--- config.mk ---
export PLATFORM = sky130hd
export DESIGN_NAME = gf2_poly_div_flat
export DESIGN_NICKNAME = d
export VERILOG_FILES = /design/src/rtl/gf2_poly_div_if.sv /design/src/rtl/gf2_poly_div.sv /design/src/flat_wrapper.sv
export SDC_FILE = /design/constraint.sdc
export NUM_CORES = 1
export LEC_CHECK = 0
export BUFFER_PORTS_ARGS = -buffer_cell sky130_fd_sc_hd__buf_2
export CORE_UTILIZATION = 50
export DETAILED_ROUTE_END_ITERATION = 8
export PLACE_DENSITY = 0.74
export REMOVE_ABC_BUFFERS = 1
export SLEW_MARGIN = 20
export SYNTH_ARGS = -nofsm -noshare
export SYNTH_HDL_FRONTEND = slang
export SYNTH_SLANG_ARGS = --single-unit
--- constraint.sdc ---
create_clock -name clk -period 5.5 [get_ports clk]
set_clock_uncertainty 0.15 [all_clocks]
set_input_delay 0.825 -clock clk [delete_from_list [all_inputs] [get_ports clk]]
set_output_delay 0.825 -clock clk [all_outputs]
set_load 0.03 [all_outputs]
--- src/rtl/gf2_poly_div_if.sv ---
// Operand/result handshake bundle for the GF(2) polynomial divider.
// The master drives operands and out_ready; the slave returns the results.
interface gf2_poly_div_if #(
   parameter int DW = 8
);
   localparam int NW = 2*DW - 1;

   logic          in_valid;
   logic          in_ready;
   logic [NW-1:0] dividend;
   logic [DW-1:0] divisor;
   logic          out_valid;
   logic          out_ready;
   logic [NW-1:0] quotient;
   logic [DW-2:0] remainder;
   logic          div_by_zero;

   modport master (
      output in_valid, dividend, divisor, out_ready,
      input  in_ready, out_valid, quotient, remainder, div_by_zero
   );

   modport slave (
      input  in_valid, dividend, divisor, out_ready,
      output in_ready, out_valid, quotient, remainder, div_by_zero
   );
endinterface

--- src/rtl/gf2_poly_div.sv ---
// Sequential carry-less polynomial divider. The divisor is normalised so its leading
// term sits at the top of the dividend window, then one quotient bit is retired per cycle.
module gf2_poly_div #(
   parameter int DW = 8
) (
   input  logic          clk,
   input  logic          rst_n,
   gf2_poly_div_if.slave bus
);
   localparam int NW = 2*DW - 1;
   localparam int PW = $clog2(NW);
   localparam int GW = $clog2(DW);

   typedef enum logic [1:0] {IDLE, NORM, DIV, DONE} state_t;

   state_t        state_q, state_d;
   logic [NW-1:0] w_q, dv_q, q_q;
   logic [PW-1:0] p_q;
   logic [GW-1:0] deg_q, deg_in;
   logic [NW-1:0] quotient_q;
   logic [DW-2:0] remainder_q;
   logic          div_by_zero_q, out_valid_q;

   logic          accept, w_bit, last_step;
   logic [NW-1:0] w_step, q_step, dv_shl;

   assign accept    = bus.in_valid && (state_q == IDLE);
   assign w_bit     = w_q[p_q];
   assign w_step    = w_bit ? (w_q ^ dv_q) : w_q;
   assign q_step    = {q_q[NW-2:0], w_bit};
   assign dv_shl    = dv_q << 1;
   assign last_step = (p_q == PW'(deg_q));

   // NOTE: every always_comb output gets a default first, so no path can infer a latch.
   always_comb begin
      deg_in = '0;
      for (int i = 0; i < DW; i++)
         if (bus.divisor[i]) deg_in = GW'(i);
   end

   always_comb begin
      state_d = state_q;
      case (state_q)
         IDLE: if (accept) begin
            if (bus.divisor == '0)      state_d = DONE;
            else if (bus.divisor[DW-1]) state_d = DIV;
            else                        state_d = NORM;
         end
         NORM:    if (dv_shl[NW-1]) state_d = DIV;
         DIV:     if (last_step) state_d = DONE;
         DONE:    if (out_valid_q && bus.out_ready) state_d = IDLE;
         default: state_d = IDLE;
      endcase
   end

   // NOTE: sequential state uses <= so every register samples pre-edge values.
   always_ff @(posedge clk) begin
      if (!rst_n) state_q <= IDLE;
      else        state_q <= state_d;
   end

   // NOTE: working registers are always loaded on accept before use, so they carry no reset.
   always_ff @(posedge clk) begin
      case (state_q)
         IDLE: if (accept) begin
            w_q   <= bus.dividend;
            dv_q  <= {bus.divisor, {(NW-DW){1'b0}}};
            q_q   <= '0;
            deg_q <= deg_in;
            p_q   <= PW'(NW-1);
         end
         NORM: dv_q <= dv_shl;
         DIV: begin
            w_q  <= w_step;
            q_q  <= q_step;
            dv_q <= dv_q >> 1;
            p_q  <= p_q - 1'b1;
         end
         default: ;
      endcase
   end

   // Results load on the final DIV step; a zero divisor loads its result one cycle into DONE.
   always_ff @(posedge clk) begin
      if (!rst_n) begin
         out_valid_q   <= 1'b0;
         quotient_q    <= '0;
         remainder_q   <= '0;
         div_by_zero_q <= 1'b0;
      end else if (state_q == DIV && last_step) begin
         out_valid_q   <= 1'b1;
         quotient_q    <= q_step;
         remainder_q   <= w_step[DW-2:0];
         div_by_zero_q <= 1'b0;
      end else if (state_q == DONE) begin
         if (!out_valid_q) begin
            out_valid_q   <= 1'b1;
            quotient_q    <= '0;
            remainder_q   <= '0;
            div_by_zero_q <= 1'b1;
         end else if (bus.out_ready) begin
            out_valid_q <= 1'b0;
         end
      end
   end

   assign bus.in_ready    = (state_q == IDLE);
   assign bus.out_valid   = out_valid_q;
   assign bus.quotient    = quotient_q;
   assign bus.remainder   = remainder_q;
   assign bus.div_by_zero = div_by_zero_q;
endmodule

--- src/flat_wrapper.sv ---
// flat-port wrapper written by rule: the top's interface ports become plain ports
module gf2_poly_div_flat 
#(
   parameter int DW = 8
)
  (clk, rst_n, bus_in_valid, bus_dividend, bus_divisor, bus_out_ready, bus_in_ready, bus_out_valid, bus_quotient, bus_remainder, bus_div_by_zero);
  gf2_poly_div_if #(.DW(DW)) bus_i ();
  input  logic clk;
  input  logic rst_n;
  input wire logic [$bits(bus_i.in_valid)-1:0] bus_in_valid;
  input wire logic [$bits(bus_i.dividend)-1:0] bus_dividend;
  input wire logic [$bits(bus_i.divisor)-1:0] bus_divisor;
  input wire logic [$bits(bus_i.out_ready)-1:0] bus_out_ready;
  output wire logic [$bits(bus_i.in_ready)-1:0] bus_in_ready;
  output wire logic [$bits(bus_i.out_valid)-1:0] bus_out_valid;
  output wire logic [$bits(bus_i.quotient)-1:0] bus_quotient;
  output wire logic [$bits(bus_i.remainder)-1:0] bus_remainder;
  output wire logic [$bits(bus_i.div_by_zero)-1:0] bus_div_by_zero;
  assign bus_i.in_valid = bus_in_valid;
  assign bus_i.dividend = bus_dividend;
  assign bus_i.divisor = bus_divisor;
  assign bus_i.out_ready = bus_out_ready;
  assign bus_in_ready = bus_i.in_ready;
  assign bus_out_valid = bus_i.out_valid;
  assign bus_quotient = bus_i.quotient;
  assign bus_remainder = bus_i.remainder;
  assign bus_div_by_zero = bus_i.div_by_zero;
  gf2_poly_div #(.DW(DW)) u_core (.clk(clk), .rst_n(rst_n), .bus(bus_i));
endmodule
## Word level (Yosys, flattened, before mapping)

Cells that the tools add are included.

- $add $sub $neg: 1
- Reduce and logical (&&, ||, !) cells: 18
- Muxes and demuxes: 34
- $lt $le $gt $ge: 1
- Equality and inequality tests: 10
- Bitwise gates (word level): 3

Operators by type and width:

| operator | number |
|---|---|
| 15-bit 2-to-1 mux | 6 |
| 15-bit one-hot mux with 3 select lines | 1 |
| 15-bit one-hot mux with 2 select lines | 1 |
| 14-bit one-hot mux with 2 select lines | 1 |
| 7-bit 2-to-1 mux | 3 |
| 2-bit 2-to-1 mux | 8 |
| 15-bit XOR | 1 |
| 14-bit 2-to-1 mux | 1 |
| 2-bit by 1-bit inequality test with 1-bit output, second input constant | 5 |
| 2-bit AND reduction | 5 |
| 8-bit logical NOT | 1 |
| 2-bit one-hot mux with 4 select lines | 1 |
| 4-bit one-hot mux with 2 select lines | 1 |
| 1-bit 2-to-1 mux | 7 |
| 3-bit 2-to-1 mux | 2 |
| 4-bit by 5-bit less-than comparator with 1-bit output, second input constant | 1 |
| 1-bit binary-select mux with 4-bit select | 1 |
| 2-bit equality test, second input constant | 2 |
| 4-bit by 3-bit equality test with 1-bit output | 1 |
| 4-bit 2-to-1 mux | 1 |
| 4-bit AND reduction | 1 |
| 2-bit nonzero test | 2 |
| 2-bit OR reduction | 2 |
| 4-bit OR reduction | 1 |
| 8 further kinds | 11 |

- Word-level logic and storage cells: 80
- Register bits: 77
- Input port bits: 27

## Longest topological paths before layout

Gate-level depths: netlist of run 1.

- Word-level depth: 6
- Depth in mapped cells: 8
- Depth with buffers taken out: 6

## Least setup slack after synthesis of run 1

Ideal clock, no wire load.

- Path type: reg2reg
- From: reg u_core.state_q[0]
- To: reg u_core.w_q[10] (enable)
- Cell stages (with the launch flop): 5
- Data required time: 4.965 ns
- Path buffers: 0
- Arrival: 3.470 ns
- Library setup time: 0.385 ns
- Path slack: 1.495 ns
- Cells stage by stage: dfxtp_1 inv_1 ha_1 o21ai_0 a21boi_0

- Cells in the longest elaborated chain, start to end: 4
- Elaborated cells on any way between the ends: 7
- Classes of those cells: eq/ne: 3; reduce/logical: 4

RTL lines:

| item | RTL line | RTL |
|---|---|---|
| start: declaration | gf2_poly_div.sv:16 | `state_t state_q, state_d;` |
| start signal: assignment | gf2_poly_div.sv:59 | `else state_q <= state_d;` |
| 2-bit logical NOT * | n/a |  |
| via bus_in_ready | flat_wrapper.sv:14 | `output wire logic [$bits(bus_i.in_ready)-1:0] bus_in_ready;` |
| 1-bit logical AND | gf2_poly_div.sv:27 | `assign accept = bus.in_valid && (state_q == IDLE);` |
| 2-bit by 1-bit inequality test with 1-bit output (no line) | n/a |  |
| 3-bit AND reduction (no line) * | n/a |  |
| end signal: assignment | gf2_poly_div.sv:66 | `w_q <= bus.dividend;` |
| end signal: assignment | gf2_poly_div.sv:74 | `w_q <= w_step;` |
| end: declaration | gf2_poly_div.sv:17 | `logic [NW-1:0] w_q, dv_q, q_q;` |

The timed path passes the listed nets; every way through them passes the cells marked *.
A chain may end at the register's enable or synchronous reset.

## Final worst setup path of run 1

- From: reg u_core.p_q[2]
- To: reg u_core.w_q[14] (enable)

- Cells in the longest elaborated chain, start to end: 4

RTL lines:

| item | RTL line | RTL |
|---|---|---|
| start: declaration | gf2_poly_div.sv:18 | `logic [PW-1:0] p_q;` |
| start signal: assignment | gf2_poly_div.sv:70 | `p_q <= PW'(NW-1);` |
| start signal: assignment | gf2_poly_div.sv:77 | `p_q <= p_q - 1'b1;` |
| 1-bit binary-select mux with 4-bit select | gf2_poly_div.sv:28 | `assign w_bit = w_q[p_q];` |
| 1-bit 2-to-1 mux (not written as such) | gf2_poly_div.sv:28 |  |
| 2-bit by 1-bit inequality test with 1-bit output (no line) | n/a |  |
| 3-bit AND reduction (no line) | n/a |  |

No other way between the ends. The select of a mux whose other input is x is not followed.

==> results of run 1 <==
[cell families (layout without fill, tap and decap cells)]
logic type               after synthesis  after routing  synth area share [%]
flip-flops                            77             77                  57.0
multiplexers                           8              8                  3.20
XOR/XNOR                              20             20                  4.86
buffers and inverters                 33             81                  3.75
adder cells (fa/ha/maj)                6              6                  2.08
AO/OA/AOI/OAI                         81             81                  16.2
AND/OR/NAND/NOR                      100            100                  13.0
[worst paths after layout]
kind / start / slack (ns) / end / depth (start not counted)
worst min-delay path: u_core.bus.remainder[0] / 0.31 / u_core.bus.remainder[0] / 1
worst max-delay path: u_core.p_q[2] / 2.28 / u_core.w_q[14] / 4
worst min register to register: u_core.bus.remainder[0] / 0.31 / u_core.bus.remainder[0] / 1
worst max register to register: u_core.p_q[2] / 2.28 / u_core.w_q[14] / 4
[through the flow]
step                hold WS [ns]  std cells  total power [mW]
finish                     0.310        469              1.98
global route               0.328        469              2.09
CTS                        0.316        469              1.99
detailed placement         0.292        453              1.55
global placement           0.291        453              1.53
floorplan                  0.325        303              1.38
[worst register-to-register path: cells and delay by family (launching register included)]
kind	cells	cell delay, ns
flip-flops	1	0.63
multiplexers	2	0.95
AO/OA/AOI/OAI	2	1.16
[per-layer routing]
layer	vias to the layer above	track usage, %	wire length [um]
met2	66	30.9	3280
met1	1207	26.8	3330
met4	0	10.0	140
met3	14	3.41	317
li1	1268	-	-
met5	-	0	0
[report_power, final]
| part | internal [mW] | switching, mW | total [mW] | leakage, nW |
|---|---|---|---|---|
| Sequential | 0.858 | 0.137 | 0.996 | 0.697 |
| Clock | 0.217 | 0.225 | 0.441 | 0.103 |
| Combinational | 0.208 | 0.338 | 0.546 | 0.744 |
[state kept, by name, indices dropped and copies added (netlist names)]
signal	count
u_core.q_q	14
u_core.state_q	2
u_core.bus.div_by_zero	1
u_core.w_q	15
u_core.deg_q	3
u_core.bus.quotient	15
u_core.p_q	4
u_core.bus.remainder	7
u_core.bus.out_valid	1
u_core.dv_q	15
[cell type report]
class / count / area share (%)
clock inverters: 7 / 1.98
clock buffers: 9 / 3.01
flip-flops and latches: 77 / 49.9
multi-input cells: 215 / 34.5
inverters: 11 / 1.00
well taps: 96 / 2.92
repair buffers: 54 / 6.75
[layout by cell type (no fill, tap or decap), drive strengths merged, types with 2 or more instances in the layout]
cell type | netlist | final
and3 | 2 | 2
clkbuf | 15 | 9
dfxtp | 26 | 26
nand3 | 16 | 16
edfxtp | 51 | 51
xnor2 | 2 | 2
clkinv | 1 | 2
nand2 | 31 | 31
buf | 7 | 54
o21ai | 8 | 8
o2bb2ai | 16 | 16
o221ai | 7 | 7
or4 | 2 | 2
ha | 6 | 6
xor2 | 18 | 18
a22oi | 12 | 12
mux4 | 2 | 2
nor2 | 26 | 26
a21boi | 17 | 17
nand2b | 3 | 3
inv | 10 | 14
mux2 | 5 | 5
and2 | 15 | 15
a21oi | 15 | 15
==> results.json, run 1 <==
{
  "yosysWarnings": 0,
  "final-seq-area_um2": 2050,
  "critical-path-max-stage-delay_ns": 0.72,
  "vias": 2555,
  "min_path_type": "flop to flop",
  "fmaxAchievable_mhz": 310,
  "cts_resized": 0,
  "grt_first_pass_wirelength_mm": 11.2,
  "fp.dieW_um": 86.9,
  "worst_pin_slew_ns": 0.881,
  "clk_pin_slew_ns": 0.08,
  "antenna_found_initial": 0,
  "route.detailed.drc": 0,
  "powerDensity_nw_per_um2": 482,
  "crit_slowest_cell": "o22ai_1",
  "place_ws_ns": 2.11,
  "hpwl_mm": 4.93,
  "totalWireLength_mm": 7.06,
  "peakVddDrop_uv": 260,
  "crit_chain": "mux2_1 > mux4_2 > o22ai_1 > a21boi_1",
  "setup_viol": 0,
  "portBuffers": 51,
  "synth_area_leaders": "edfxtp_1, dfxtp_1, xor2_1",
  "rsz0062_at_grt": "false",
  "worstSkewPairLatency_ns": 0.36,
  "cts_tree": "built",
  "fin_crit_ns": 3.22,
  "coreArea_um2": 6870,
  "layout-drive-gt1-share_pct": 19.8,
  "antenna_left": 0,
  "avgSynthCellArea_um2": 11.1,
  "grt_overflow": 0,
  "dieArea_um2": 7550,
  "fill_cells": 590,
  "wl_per_cell_um": 15.1,
  "synth_ff_type": "edfxtp_1",
  "htreeDepth": 3,
  "first_pass_iters": 5,
  "seq_area_frac_synth_pct": 57.0,
  "cp.buffers_inverters": 0,
  "fin_crit_sh_pct": 58.6,
  "area.growth.synth_to_final_pct": 14.2,
  "cap_violations": 0,
  "drtIter0Drc": 165,
  "synth_area_um2": 3600,
  "postCtsSetupBuffers": 0,
  "cts_sinks": 77,
  "worstSetupPathType": "flop to flop",
  "crit_required_ns": 5.36,
  "slew_viol_final": 0,
  "placed_cell_area_um2": 3910,
  "relSlewSlack_pct": 41.3,
  "postSynthCellCount": 325,
  "synth_top_area_cell": "edfxtp_1",
  "insertedDiodeCount": 0,
  "arrival_ns": 3.09,
  "ctsHoldBuffers": 0,
  "multiInputGateArea_um2": 1420,
  "die_h_um": 86.9,
  "root_buffer": "clkbuf_8",
  "synth_common_cells": "edfxtp_1, nand2_1, dfxtp_1, nor2_1, xor2_1",
  "viasPerCell": 5.45,
  "cts_buffers": 9,
  "setup-tns-final_ns": 0,
  "synth.most_common_cell": "edfxtp_1",
  "start_util_pct": 52.4,
  "rows": 30,
  "final_cell_area_um2": 4120,
  "fin_util_pct": 59.9,
  "synth_edf_count": 51,
  "endpoint_kind": "flop",
  "ys_types": 41,
  "async_flop_share_pct": 0,
  "cp_max_fo": 11,
  "hold_viol": 0,
  "ioPinCount": 52,
  "place_congestion": 0.834,
  "max-clock-path-buffers": 2,
  "first_global_vias": 2396,
  "status": "complete, no violations",
  "nets": 401,
  "yosysTopAreaCellShare_pct": 42.5,
  "crit_path_start_kind": "flop",
  "worst_slack_ns": 2.28,
  "grt_max_degree": 57,
  "grt_usage_pct": 19.8,
  "ys_ff_latch": 77,
  "crit_family": "compound AO/OA/AOI/OAI gates",
  "p_leak_nw": 1.54
}
Note: power is estimated with default switching activity, not from simulation.
==> run 2, diff against run 1 <==
Settings changed: PLACE_DENSITY 0.74 to 0.77.
Clock period 5.5 ns to 2.83 ns, I/O delays scaled along.
==> run 2 against run 1 <==
Effect of this change: worst hold slack worse by 0.091 ns; core utilization is 1.6 points higher; sequential cell count stayed put; non-clock buffer count is 10 higher; global-route usage is 0.91 points higher; combinational power is 110% higher; sequential share of layout area is 1.3 points lower; critical path depth stayed put; cell area is 2.6% higher; sequential power is 96% higher; cell count is 2.1% higher; via count is 0.78% higher.
==> results.json, run 2 (same netlist as run 1, synthesis figures left out) <==
{
  "status": "complete, no violations",
  "rows": 30,
  "dieArea_um2": 7550,
  "crit_family": "compound AO/OA/AOI/OAI gates",
  "min_path_cells": 2,
  "cts_tree": "built",
  "r2r_cells": 4,
  "first_global_vias": 2386,
  "vias": 2575,
  "viasPerCell": 5.38,
  "worstSetupPathType": "flop to flop",
  "grt_usage_pct": 20.7,
  "fin_crit_ns": 2.60,
  "final_cell_mix": "buf_2, edfxtp_1, nand2_1",
  "endpoint_kind": "flop",
  "nets": 411,
  "layout-drive-gt1-share_pct": 21.7,
  "clk_pin_slew_ns": 0.08,
  "portBuffers": 51,
  "fin_util_pct": 61.5,
  "total_power_mw": 4.02,
  "fp.dieW_um": 86.9,
  "antenna_left": 0,
  "start_util_pct": 52.4,
  "coreArea_um2": 6870,
  "rsz0062_at_grt": "false",
  "route.detailed.drc": 0,
  "place_ws_ns": 0.242,
  "min_from": "bus_dividend[8]",
  "insertedDiodeCount": 0,
  "postCtsSetupBuffers": 0,
  "crit_chain": "mux2_2 > mux4_2 > o22ai_1 > a21boi_0",
  "area.growth.synth_to_final_pct": 17.3,
  "arrival_ns": 2.42,
  "critical-path-max-stage-delay_ns": 0.84,
  "cts_buffers": 9,
  "powerDensity_nw_per_um2": 952,
  "fmaxAchievable_mhz": 384,
  "hpwl_mm": 5.03,
  "cts_resized": 0,
  "rrSetupSlack_ns": 0.23,
  "worstSkewPairLatency_ns": 0.34,
  "setup_viol": 0,
  "min_path_type": "input port to flop",
  "cp_max_fo": 10,
  "relSlewSlack_pct": 31.0,
  "p_leak_nw": 1.61,
  "worst_pin_slew_ns": 1.03,
  "first_pass_iters": 5,
  "reg2reg_from": "u_core.p_q[2]",
  "ioPinCount": 52,
  "grt_first_pass_wirelength_mm": 11.6,
  "peakVddDrop_uv": 454,
  "holdWs_ns": 0.219,
  "slew_viol_final": 0,
  "wl_per_cell_um": 15.0,
  "totalWireLength_mm": 7.20,
  "worst_slack_ns": 0.228,
  "antenna_found_initial": 0,
  "max-clock-path-buffers": 2,
  "die_h_um": 86.9,
  "hold_viol": 0,
  "rr_endpoint": "u_core.w_q[7]",
  "fin_crit_sh_pct": 92.0,
  "place_congestion": 0.781,
  "drtIter0Drc": 177,
  "crit_required_ns": 2.65,
  "ctsHoldBuffers": 0,
  "crit_path_start_kind": "flop",
  "grt_max_degree": 56,
  "cap_violations": 0,
  "htreeDepth": 3,
  "cp.buffers_inverters": 0,
  "min_to": "u_core.w_q[8]",
  "crit_slowest_cell": "a21boi_0",
  "root_buffer": "clkbuf_8",
  "cts_sinks": 77,
  "grt_overflow": 0
}
==> run 2: power breakdown <==
part	total (mW)	internal, mW	switching (mW)
registers	1.95	1.67	0.278
clock network	0.943	0.542	0.400
logic	1.13	0.468	0.664
total	4.02	2.68	1.34
==> run 2: final cells by class <==
class | count | area (um^2)
Fill cell | 573 | 2650
Clock buffer | 13 | 191
Clock inverter | 3 | 47.5
Sequential cell | 77 | 2050
Multi-Input combinational cell | 215 | 1420
Timing Repair Buffer | 64 | 353
Tap cell | 96 | 120
Inverter | 11 | 41.3
==> run 2: per-stage QoR <==
stage                     setup TNS, ns  std cells  area (um^2)
after detailed placement              0        463         3990
after floorplan                  -55.28        303         3510
after global placement                0        463         3990
final                                 0        479         4220
after global routing                  0        479         4220
after CTS                             0        479         4220
==> run 2: routing by layer <==
| metal | up-vias | GRT usage, % | share of wire [%] |
|---|---|---|---|
| met5 | - | 0 | 0 |
| met4 | 0 | 6.67 | 0.86 |
| met3 | 9 | 4.83 | 5.3 |
| met2 | 82 | 31.9 | 46 |
| met1 | 1198 | 29.1 | 48 |
| li1 | 1286 | - | - |
==> run 2: how the worst max path moves through the flow <==
stage | startpoint | to | cells after the start
floorplan | u_core.state_q[0] | u_core.w_q[10] | 5
global placement | u_core.p_q[2] | u_core.w_q[8] | 4
global route | u_core.p_q[2] | u_core.w_q[14] | 4
finish | u_core.p_q[2] | u_core.w_q[7] | 4
detailed placement | u_core.p_q[2] | u_core.w_q[7] | 4
CTS | u_core.p_q[2] | u_core.w_q[7] | 4
